==> config.mk <==
export PLATFORM = sky130hd
export DESIGN_NAME = hive_alu_mac
export DESIGN_NICKNAME = d
export VERILOG_FILES = /design/src/rtl/hive_params.sv /design/src/rtl/hive_mul_core.sv /design/src/rtl/hive_pipe.sv /design/src/rtl/hive_alu_mac.sv
export SDC_FILE = /design/constraint.sdc
export NUM_CORES = 2
export LEC_CHECK = 0
export CORE_ASPECT_RATIO = 1.25
export CORE_MARGIN = 3
export CORE_UTILIZATION = 33
export CTS_CLUSTER_SIZE = 8
export DETAILED_ROUTE_END_ITERATION = 16
export MAX_ROUTING_LAYER = met4
export PLACE_DENSITY = 0.52
export SLEW_MARGIN = 15
export SYNTH_ARGS = -nofsm -noshare
export SYNTH_HDL_FRONTEND = slang
export SYNTH_SLANG_ARGS = --single-unit
==> constraint.sdc <==
create_clock -name clk_i -period 7.1 [get_ports clk_i]
set_clock_uncertainty 0.2 [all_clocks]
set_input_delay 0.71 -clock clk_i [delete_from_list [all_inputs] [get_ports clk_i]]
set_output_delay 0.71 -clock clk_i [all_outputs]
set_load 0.02 [all_outputs]
==> src/rtl/hive_params.sv <==
// Shared types and default widths for the Hive multiply / MAC unit.
package hive_params;

  localparam int unsigned MAC_IN_W  = 32;
  localparam int unsigned MAC_ACC_W = 72;

  typedef enum logic [1:0] {
    OP_MUL = 2'd0,
    OP_MAC = 2'd1,
    OP_MSB = 2'd2,
    OP_LD  = 2'd3
  } mac_op_t;

endpackage

==> src/rtl/hive_mul_core.sv <==
// Stages S0-S3: sign-mode-aware split multiplier with valid/op sideband.
// The operands are widened to IN_W+1 bits so one signed datapath covers all
// four sign-mode combinations; the split keeps each multiplier near half width.
module hive_mul_core
  import hive_params::*;
#(
  parameter int unsigned IN_W = MAC_IN_W
) (
  input  logic                   clk_i,
  input  logic                   rst_n_i,
  input  logic                   en_i,
  input  logic                   in_valid_i,
  input  logic [IN_W-1:0]        a_i,
  input  logic [IN_W-1:0]        b_i,
  input  logic                   a_sgn_i,
  input  logic                   b_sgn_i,
  input  mac_op_t                op_i,
  output logic                   valid_o,
  output mac_op_t                op_o,
  output logic signed [2*IN_W:0] p_o
);

  localparam int unsigned LO_W   = IN_W - IN_W / 2;
  localparam int unsigned HI_W   = IN_W + 1 - LO_W;
  localparam int unsigned HH_W   = 2 * HI_W;
  localparam int unsigned HL_W   = HI_W + LO_W + 1;
  localparam int unsigned CS_W   = HL_W + 1;
  localparam int unsigned LL_W   = 2 * LO_W;
  localparam int unsigned FULL_W = 2 * IN_W + 2;
  localparam int unsigned P_W    = 2 * IN_W + 1;

  logic                     s0_v_q, s0_v_d;
  mac_op_t                  s0_op_q, s0_op_d;
  logic signed [IN_W:0]     s0_a_q, s0_a_d, s0_b_q, s0_b_d;

  logic                     s1_v_q, s1_v_d;
  mac_op_t                  s1_op_q, s1_op_d;
  logic signed [HH_W-1:0]   s1_hh_q, s1_hh_d;
  logic signed [HL_W-1:0]   s1_hl_q, s1_hl_d, s1_lh_q, s1_lh_d;
  logic [LL_W-1:0]          s1_ll_q, s1_ll_d;

  logic                     s2_v_q, s2_v_d;
  mac_op_t                  s2_op_q, s2_op_d;
  logic signed [FULL_W-1:0] s2_inner_q, s2_inner_d, s2_outer_q, s2_outer_d;

  logic                     s3_v_q, s3_v_d;
  mac_op_t                  s3_op_q, s3_op_d;
  logic signed [P_W-1:0]    s3_p_q, s3_p_d;

  logic signed [HI_W-1:0]   a_hi, b_hi;
  logic [LO_W-1:0]          a_lo, b_lo;
  logic signed [LO_W:0]     a_lo_s, b_lo_s;
  logic signed [CS_W-1:0]   cross_sum;

  // Split the widened operands: signed high halves, zero-extended low halves.
  assign a_hi      = s0_a_q[IN_W:LO_W];
  assign b_hi      = s0_b_q[IN_W:LO_W];
  assign a_lo      = s0_a_q[LO_W-1:0];
  assign b_lo      = s0_b_q[LO_W-1:0];
  assign a_lo_s    = {1'b0, a_lo};
  assign b_lo_s    = {1'b0, b_lo};
  assign cross_sum = CS_W'(s1_hl_q) + CS_W'(s1_lh_q);

  // Next-state for all four stages; everything holds while en_i is low.
  always_comb begin
    s0_v_d = s0_v_q;  s0_op_d = s0_op_q;  s0_a_d = s0_a_q;  s0_b_d = s0_b_q;
    s1_v_d = s1_v_q;  s1_op_d = s1_op_q;  s1_hh_d = s1_hh_q;
    s1_hl_d = s1_hl_q;  s1_lh_d = s1_lh_q;  s1_ll_d = s1_ll_q;
    s2_v_d = s2_v_q;  s2_op_d = s2_op_q;
    s2_inner_d = s2_inner_q;  s2_outer_d = s2_outer_q;
    s3_v_d = s3_v_q;  s3_op_d = s3_op_q;  s3_p_d = s3_p_q;
    if (en_i) begin
      s0_v_d     = in_valid_i;
      s0_op_d    = op_i;
      s0_a_d     = {a_sgn_i & a_i[IN_W-1], a_i};
      s0_b_d     = {b_sgn_i & b_i[IN_W-1], b_i};

      s1_v_d     = s0_v_q;
      s1_op_d    = s0_op_q;
      s1_hh_d    = HH_W'(a_hi) * HH_W'(b_hi);
      s1_hl_d    = HL_W'(a_hi) * HL_W'(b_lo_s);
      s1_lh_d    = HL_W'(a_lo_s) * HL_W'(b_hi);
      s1_ll_d    = LL_W'(a_lo) * LL_W'(b_lo);

      s2_v_d     = s1_v_q;
      s2_op_d    = s1_op_q;
      s2_inner_d = FULL_W'(cross_sum) << LO_W;
      s2_outer_d = {s1_hh_q, s1_ll_q};

      s3_v_d     = s2_v_q;
      s3_op_d    = s2_op_q;
      s3_p_d     = P_W'(s2_outer_q + s2_inner_q);
    end
  end

  // Stage registers with synchronous clear.
  always_ff @(posedge clk_i) begin
    if (!rst_n_i) begin
      s0_v_q <= 1'b0;  s0_op_q <= OP_MUL;  s0_a_q <= '0;  s0_b_q <= '0;
      s1_v_q <= 1'b0;  s1_op_q <= OP_MUL;  s1_hh_q <= '0;
      s1_hl_q <= '0;  s1_lh_q <= '0;  s1_ll_q <= '0;
      s2_v_q <= 1'b0;  s2_op_q <= OP_MUL;  s2_inner_q <= '0;  s2_outer_q <= '0;
      s3_v_q <= 1'b0;  s3_op_q <= OP_MUL;  s3_p_q <= '0;
    end else begin
      s0_v_q <= s0_v_d;  s0_op_q <= s0_op_d;  s0_a_q <= s0_a_d;  s0_b_q <= s0_b_d;
      s1_v_q <= s1_v_d;  s1_op_q <= s1_op_d;  s1_hh_q <= s1_hh_d;
      s1_hl_q <= s1_hl_d;  s1_lh_q <= s1_lh_d;  s1_ll_q <= s1_ll_d;
      s2_v_q <= s2_v_d;  s2_op_q <= s2_op_d;
      s2_inner_q <= s2_inner_d;  s2_outer_q <= s2_outer_d;
      s3_v_q <= s3_v_d;  s3_op_q <= s3_op_d;  s3_p_q <= s3_p_d;
    end
  end

  assign valid_o = s3_v_q;
  assign op_o    = s3_op_q;
  assign p_o     = s3_p_q;

endmodule

==> src/rtl/hive_pipe.sv <==
// Enable-gated delay line: DEPTH registers of width W, all advancing together.
module hive_pipe #(
  parameter int unsigned W     = 1,
  parameter int unsigned DEPTH = 1
) (
  input  logic         clk_i,
  input  logic         rst_n_i,
  input  logic         en_i,
  input  logic [W-1:0] d_i,
  output logic [W-1:0] q_o
);

  logic [W-1:0] stg_q [DEPTH];
  logic [W-1:0] stg_d [DEPTH];

  // Shift one position per enabled cycle, otherwise hold.
  always_comb begin
    stg_d = stg_q;
    if (en_i) begin
      stg_d[0] = d_i;
      for (int unsigned i = 1; i < DEPTH; i++) begin
        stg_d[i] = stg_q[i-1];
      end
    end
  end

  // Delay registers with synchronous clear.
  always_ff @(posedge clk_i) begin
    if (!rst_n_i) begin
      for (int unsigned i = 0; i < DEPTH; i++) begin
        stg_q[i] <= '0;
      end
    end else begin
      stg_q <= stg_d;
    end
  end

  assign q_o = stg_q[DEPTH-1];

endmodule

==> src/rtl/hive_alu_mac.sv <==
// Pipelined multiply / multiply-accumulate unit with valid/ready handshake.
// A single global advance stalls the whole pipe, so beats cannot reorder;
// the accumulator lives only in S4, so back-to-back MACs need no forwarding.
module hive_alu_mac
  import hive_params::*;
#(
  parameter int unsigned IN_W       = MAC_IN_W,
  parameter int unsigned ACC_W      = MAC_ACC_W,
  parameter int unsigned DEBUG_MODE = 0
) (
  input  logic              clk_i,
  input  logic              rst_n_i,
  input  logic              in_valid_i,
  output logic              in_ready_o,
  input  logic [IN_W-1:0]   a_i,
  input  logic [IN_W-1:0]   b_i,
  input  logic              a_sgn_i,
  input  logic              b_sgn_i,
  input  logic [1:0]        op_i,
  output logic              out_valid_o,
  input  logic              out_ready_i,
  output logic [2*IN_W-1:0] result_o,
  output logic [ACC_W-1:0]  acc_o,
  output logic              ovf_o,
  output logic              debug_o
);

  localparam int unsigned P_W = 2 * IN_W + 1;

  if (ACC_W < P_W) begin : g_bad_acc_w
    $error("hive_alu_mac: ACC_W must be at least 2*IN_W+1");
  end

  logic                  adv;
  logic                  core_v;
  mac_op_t               core_op;
  logic signed [P_W-1:0] core_p;

  logic                  out_valid_q, out_valid_d;
  logic [2*IN_W-1:0]     result_q, result_d;
  logic [ACC_W-1:0]      acc_q, acc_d;
  logic                  ovf_q, ovf_d;

  logic [ACC_W-1:0]      px, acc_sum, acc_diff;
  logic                  mac_ovf, msb_ovf;

  assign adv        = !out_valid_q || out_ready_i;
  assign in_ready_o = adv;

  hive_mul_core #(.IN_W(IN_W)) u_core (
    .clk_i      (clk_i),
    .rst_n_i    (rst_n_i),
    .en_i       (adv),
    .in_valid_i (in_valid_i),
    .a_i        (a_i),
    .b_i        (b_i),
    .a_sgn_i    (a_sgn_i),
    .b_sgn_i    (b_sgn_i),
    .op_i       (mac_op_t'(op_i)),
    .valid_o    (core_v),
    .op_o       (core_op),
    .p_o        (core_p)
  );

  // S4: accumulator update and signed-overflow detection for MAC/MSB.
  always_comb begin
    px       = ACC_W'(core_p);
    acc_sum  = acc_q + px;
    acc_diff = acc_q - px;
    mac_ovf  = (acc_q[ACC_W-1] == px[ACC_W-1]) && (acc_sum[ACC_W-1] != acc_q[ACC_W-1]);
    msb_ovf  = (acc_q[ACC_W-1] != px[ACC_W-1]) && (acc_diff[ACC_W-1] != acc_q[ACC_W-1]);

    out_valid_d = out_valid_q;
    result_d    = result_q;
    acc_d       = acc_q;
    ovf_d       = ovf_q;
    if (adv) begin
      out_valid_d = core_v;
      if (core_v) begin
        result_d = core_p[2*IN_W-1:0];
        case (core_op)
          OP_MUL: ;
          OP_MAC: begin
            acc_d = acc_sum;
            ovf_d = ovf_q | mac_ovf;
          end
          OP_MSB: begin
            acc_d = acc_diff;
            ovf_d = ovf_q | msb_ovf;
          end
          OP_LD: begin
            acc_d = px;
            ovf_d = 1'b0;
          end
          default: ;
        endcase
      end
    end
  end

  // Output and accumulator registers with synchronous clear.
  always_ff @(posedge clk_i) begin
    if (!rst_n_i) begin
      out_valid_q <= 1'b0;
      result_q    <= '0;
      acc_q       <= '0;
      ovf_q       <= 1'b0;
    end else begin
      out_valid_q <= out_valid_d;
      result_q    <= result_d;
      acc_q       <= acc_d;
      ovf_q       <= ovf_d;
    end
  end

  assign out_valid_o = out_valid_q;
  assign result_o    = result_q;
  assign acc_o       = acc_q;
  assign ovf_o       = ovf_q;

  if (DEBUG_MODE != 0) begin : g_dbg
    logic signed [IN_W:0]  a_ext, b_ext;
    logic signed [P_W-1:0] native, native_s3;
    logic                  debug_q, debug_d;

    assign a_ext  = {a_sgn_i & a_i[IN_W-1], a_i};
    assign b_ext  = {b_sgn_i & b_i[IN_W-1], b_i};
    assign native = P_W'(a_ext) * P_W'(b_ext);

    hive_pipe #(.W(P_W), .DEPTH(4)) u_pipe (
      .clk_i   (clk_i),
      .rst_n_i (rst_n_i),
      .en_i    (adv),
      .d_i     (native),
      .q_o     (native_s3)
    );

    // Compare the split product with the native one as the beat leaves S3.
    always_comb begin
      debug_d = debug_q;
      if (adv && core_v) begin
        debug_d = (core_p != native_s3);
      end
    end

    // Registered so the flag lines up with out_valid_o.
    always_ff @(posedge clk_i) begin
      if (!rst_n_i) begin
        debug_q <= 1'b0;
      end else begin
        debug_q <= debug_d;
      end
    end

    assign debug_o = debug_q;
  end else begin : g_no_dbg
    assign debug_o = 1'b0;
  end

endmodule

# After elaboration in Yosys (flattened, before gate mapping)
# Index checks and enable logic that the tools add are counted.
# totals
output_inout_bits	140
in_bits	72
ff_bits	514
word_cells	49
# classes
n_eq_ne	7
bitwise_logic	4
n_mux	2
n_mul	4
n_reduce_logical	7
addsub	4
# op_table
op	count
72-bit one-hot mux with 3 select lines	1
72-bit adder	1
72-bit subtractor	1
17-bit by 17-bit multiplier with 34-bit output	2
65-bit by 51-bit adder with 65-bit output	1
34-bit by 34-bit adder with 35-bit output	1
17-bit by 17-bit multiplier with 33-bit output	1
16-bit by 16-bit multiplier with 32-bit output	1
2-bit equality test, second input constant	2
1-bit != test	3
1-bit one-hot mux with 3 select lines	1
3-bit AND reduction	1
3-bit nonzero test	1
1-bit AND	2
2-bit by 1-bit equality test with 1-bit output, second input constant	1
1-bit logical AND	2
1-bit bitwise OR	2
2-bit AND reduction	1
1-bit equality test	1
1-bit logical NOT	1
1-bit logical OR	1

# Depth between registers and ports, before layout
# depth
word_depth	5
mapped_depth	27
ltp_nobuf	26

# Modules after synthesis
# Synthesis repeated with hierarchy kept, for this count alone.
# hier_totals
cells_unflattened	8357
hier_area_um2	71494.8
# by_module_without_submodules
mod	seq_area_each_um2	instances	cells_each	area_per_inst_um2
hive_mul_core	7527.2	1	6230	56671.9
hive_alu_mac	2762.6	1	2127	14823.0

# Worst setup path before layout
# OpenSTA, ideal clock, no wires.
# synth_path
kind	register -> register
start	register u_core.s0_b_q[24]
end	register u_core.s1_hh_q[32]
synth_period_minus_slack_ns	6.742
t_required_ns	6.842
arrival_ns	6.484
slack_ns	0.358
stages_incl_launch_ff	28
n_path_buf	2
cell_sequence	dfxtp_1 clkbuf_1 clkbuf_1 nand2_1 fa_1 inv_1 fa_1 inv_1 fa_1 inv_1 fa_1 fa_1 inv_1 fa_1 inv_1 ha_1 a2111o_1 inv_1 a211oi_1 a311oi_1 o21ai_1 a31oi_1 nor2b_1 o21a_1 o41ai_2 nor2_1 a2111oi_0 a21o_1
# synth_via
elab_chain_cells	1
# synth_lines
item	line_no	rtl
from (decl)	hive_mul_core.sv:34	logic signed [IN_W:0] s0_a_q, s0_a_d, s0_b_q, s0_b_d;
from (signal assigned)	hive_mul_core.sv:99	s0_v_q <= 1'b0; s0_op_q <= OP_MUL; s0_a_q <= '0; s0_b_q <= '0;
from (signal assigned)	hive_mul_core.sv:105	s0_v_q <= s0_v_d; s0_op_q <= s0_op_d; s0_a_q <= s0_a_d; s0_b_q <= s0_b_d;
17-bit by 17-bit multiplier with 33-bit output	hive_mul_core.sv:80	s1_hh_d = HH_W'(a_hi) * HH_W'(b_hi);
to (signal assigned)	hive_mul_core.sv:106	s1_v_q <= s1_v_d; s1_op_q <= s1_op_d; s1_hh_q <= s1_hh_d;
to (decl)	hive_mul_core.sv:38	logic signed [HH_W-1:0] s1_hh_q, s1_hh_d;
# No other way between the ends.
# A chain may end at the register's enable or synchronous reset.

# Final worst setup path
# layout_path
start	register u_core.s0_b_q[29]
end	register u_core.s1_lh_q[32]
# layout_via
elab_chain_cells	1
# layout_lines
item	line_no	rtl
17-bit by 17-bit multiplier with 34-bit output	hive_mul_core.sv:82	s1_lh_d = HL_W'(a_lo_s) * HL_W'(b_hi);
to (signal assigned)	hive_mul_core.sv:107	s1_hl_q <= s1_hl_d; s1_lh_q <= s1_lh_d; s1_ll_q <= s1_ll_d;
to (decl)	hive_mul_core.sv:39	logic signed [HL_W-1:0] s1_hl_q, s1_hl_d, s1_lh_q, s1_lh_d;
# No other way between the ends.

==> results_dict.tcl <==
set metrics [dict create \
    status "finished clean" \
    ctsHoldBuffers 0 \
    critPathBufInv 5 \
    wl_met2_um 114000 \
    yosysTopAreaCell "fa_1" \
    syn_to_final_growth_pct 12.8 \
    setup-violations-final 0 \
    fin_area_um2 78400 \
    placed_area_um2 75800 \
    period_share 0.957 \
    max_freq_mhz 147 \
    dp_slack_ps -76.7 \
    multi_input_area_um2 52900 \
    ys.flop_type "dfxtp_1" \
    overflow 0 \
    crit_path_max_incr_delay_ps 560 \
    finalCriticalPeriod_ps 6800 \
    drt-vias-per-instance 5.12 \
    first_pass_iters 8 \
    synth_seq_cells 514 \
    initial_core_util 0.333 \
    setup_slack_ps 305 \
    crit_arrival_ps 7140 \
    hold_viol 0 \
    synth_top_family_by_area "adder cells" \
    rows 187 \
    hp-class "reg2reg" \
    place.gp.congestion 0.937 \
    grt_pass1_wl_um 369000 \
    synth_nets 10200 \
    synth-xor-area-share 0.0374 \
    die_area_um2 216000 \
    cp-end-kind "flip-flop" \
    drive_gt1_frac 0.0540 \
    wl_met1_um 107000 \
    ant_nets 0 \
    synth_cell_type_count 94 \
    cts_max_level 3 \
    pwr_density_cell_nw_per_um2 199 \
    worst_path_most_repeated_cell "fa_1" \
    clk-insertion-delay-late_ps 690 \
    final_max_slew_viol_count 0 \
    yosys_warnings 0 \
    wl_met3_um 11300 \
    wl_per_cell_um 21.1 \
    r2r_end "u_core.s1_lh_q[32]" \
    crit_path_start_kind "flip-flop" \
    grt_max_degree 134 \
    synth_common_cells "nand2_1, inv_1, fa_1" \
    required_ps 7450 \
    ios 212 \
    cts_buffer_depth 3 \
    yosysMostFrequentCell "nand2_1" \
    hold_depth 2 \
    highest_layer "met4" \
    rrSetupSlack_ps 300 \
    syn_avg_cell_area_um2 8.14 \
    synth_simple_gate_area_frac 0.179 \
    hold_ws_ps 244 \
    p_leak_nw 36.8 \
    yosysSeqAreaShare 0.148 \
    crit_family "adder cells" \
    syn_area_um2 69600 \
    synth-compound-area-share 0.146 \
    cts_inserted_buffers 78 \
    fp.dieW_um 417 \
    path_class "reg2reg" \
    vias 58400 \
    fill_cells 21800 \
    fp.dieH_um 519 \
    place_inst 11300 \
    clockRootBuffer "clkbuf_16" \
    synth-adder-area-share 0.394 \
    grt_pass1_vias 60500 \
    r2r_cells 25 \
    syn_inst 8540 \
    reg2reg_from "u_core.s0_b_q[29]" \
    path_clk_slew_ps 50 \
    seqCellArea_um2 10300 \
    worst_pin_slew_ps 1260 \
    synth-edff-count 0 \
    finalSetupTns_ps 0 \
    drc 0 \
    cts_tree "yes" \
    wirelength_um 240000 \
    drtIter0Drc 3526 \
    io_buffers 210 \
    min_to "u_core.s2_outer_q[56]" \
    dp.final_hpwl_um 188000 \
    rsz0062_at_grt "true" \
    synthArstFlopShare 0 \
    instances_no_fill 11400 \
    vdd_drop_max_v 0.000180 \
    drv_cap 0 \
    grt_use_total 0.226 \
    yosys.area.top_type_share 0.281 \
    power_mw 15.6 \
    slew_headroom 0.149 \
    critPathMaxFanout 22 \
    fin_nets 10300 \
    fin_util 0.376 \
    synth_area_leaders "fa_1, dfxtp_1, ha_1" \
    clkSinkCount 514 \
    critPathSlowestCell "fa_1" \
    hold_start "u_core.s1_hh_q[24]" \
    antenna_found_initial 2 \
    core_area_um2 209000 \
    synth_mux_area_frac 0.00158 \
]
sequential cells by signal, indices dropped and copies added, names as in the netlist:
register	count
u_core.s2_op_q	2
ovf_o	1
u_core.s0_b_q	33
u_core.s1_op_q	2
out_valid_o	1
u_core.s2_outer_q	65
u_core.p_o	65
u_core.s1_ll_q	32
u_core.s2_inner_q	35
u_core.op_o	2
u_core.s1_hl_q	34
u_core.valid_o	1
u_core.s0_a_q	33
u_core.s1_hh_q	33
u_core.s0_op_q	2
acc_o	72
u_core.s1_lh_q	34
u_core.s1_v_q	1
u_core.s2_v_q	1
u_core.s0_v_q	1
result_o	64
logic make-up after synthesis:
kind of cell | after synthesis
XOR/XNOR | 297
AND/OR/NAND/NOR | 2718
AO/OA/AOI/OAI | 1653
flip-flops | 514
adder cells (fa/ha/maj) | 1602
other | 1
multiplexers | 11
buffers and inverters | 1744
power breakdown:
part	leakage, nW	total, mW	internal, mW	switching, mW
clock network	1.12	3.70	2.16	1.54
logic	31.5	8.07	3.19	4.87
registers	4.22	3.84	3.33	0.506
cell type report:
class                   instances  share of cell area
multi-input cells            6282               0.674
flip-flops and latches        514               0.132
inverters                    1286              0.0617
repair buffers                468              0.0593
well taps                    2740              0.0437
clock buffers                  86              0.0257
clock inverters                14             0.00388
diodes                          5            0.000160
metal layers:
layer / GRT usage / vias up
met5: - / -
met4: 0.0690 / 0
met3: 0.0225 / 320
met2: 0.374 / 1588
met1: 0.292 / 29000
li1: - / 27400
how the worst max path moves through the flow:
stage,startpoint,end,slack (ps),cells past startpoint
global route,u_core.s0_b_q[21],u_core.s1_hh_q[32],-10,25
global placement,u_core.s0_b_q[18],u_core.s1_lh_q[31],-60,26
detailed placement,u_core.s0_b_q[19],u_core.s1_lh_q[32],-80,26
CTS,u_core.s0_a_q[24],u_core.s1_hl_q[33],10,27
floorplan,u_core.s0_b_q[24],u_core.s1_hh_q[32],360,27
finish,u_core.s0_b_q[29],u_core.s1_lh_q[32],300,25
cells in the final DEF (no fill, tap or decap), types with 85 or more instances in the layout:
master	n
dfxtp_1	490
fa_1	976
o21ai_0	243
nand2_1	1483
buf_4	199
ha_1	625
clkdlybuf4s50_1	209
a21oi_1	745
and2_1	535
a21o_1	120
xnor2_1	225
inv_1	1275
nor2_1	285
nor3_1	85
what timing repair did:
action	CTS	global route
gates cloned	0	3
endpoints found under the setup margin	5	25
pin swaps	0	6
buffers inserted	0	2
resized for setup	5	74
hold endpoints to repair	0	0
worst register-to-register path, delay by kind of cell (launching register included):
| family | cells | cell delay, ps |
|---|---|---|
| compound gates | 9 | 1800 |
| buf+inv | 5 | 720 |
| flops | 1 | 360 |
| xor+xnor | 1 | 130 |
| simple gates | 3 | 330 |
| fa+ha+maj | 7 | 3150 |
Power figures use the tool's default switching activity.
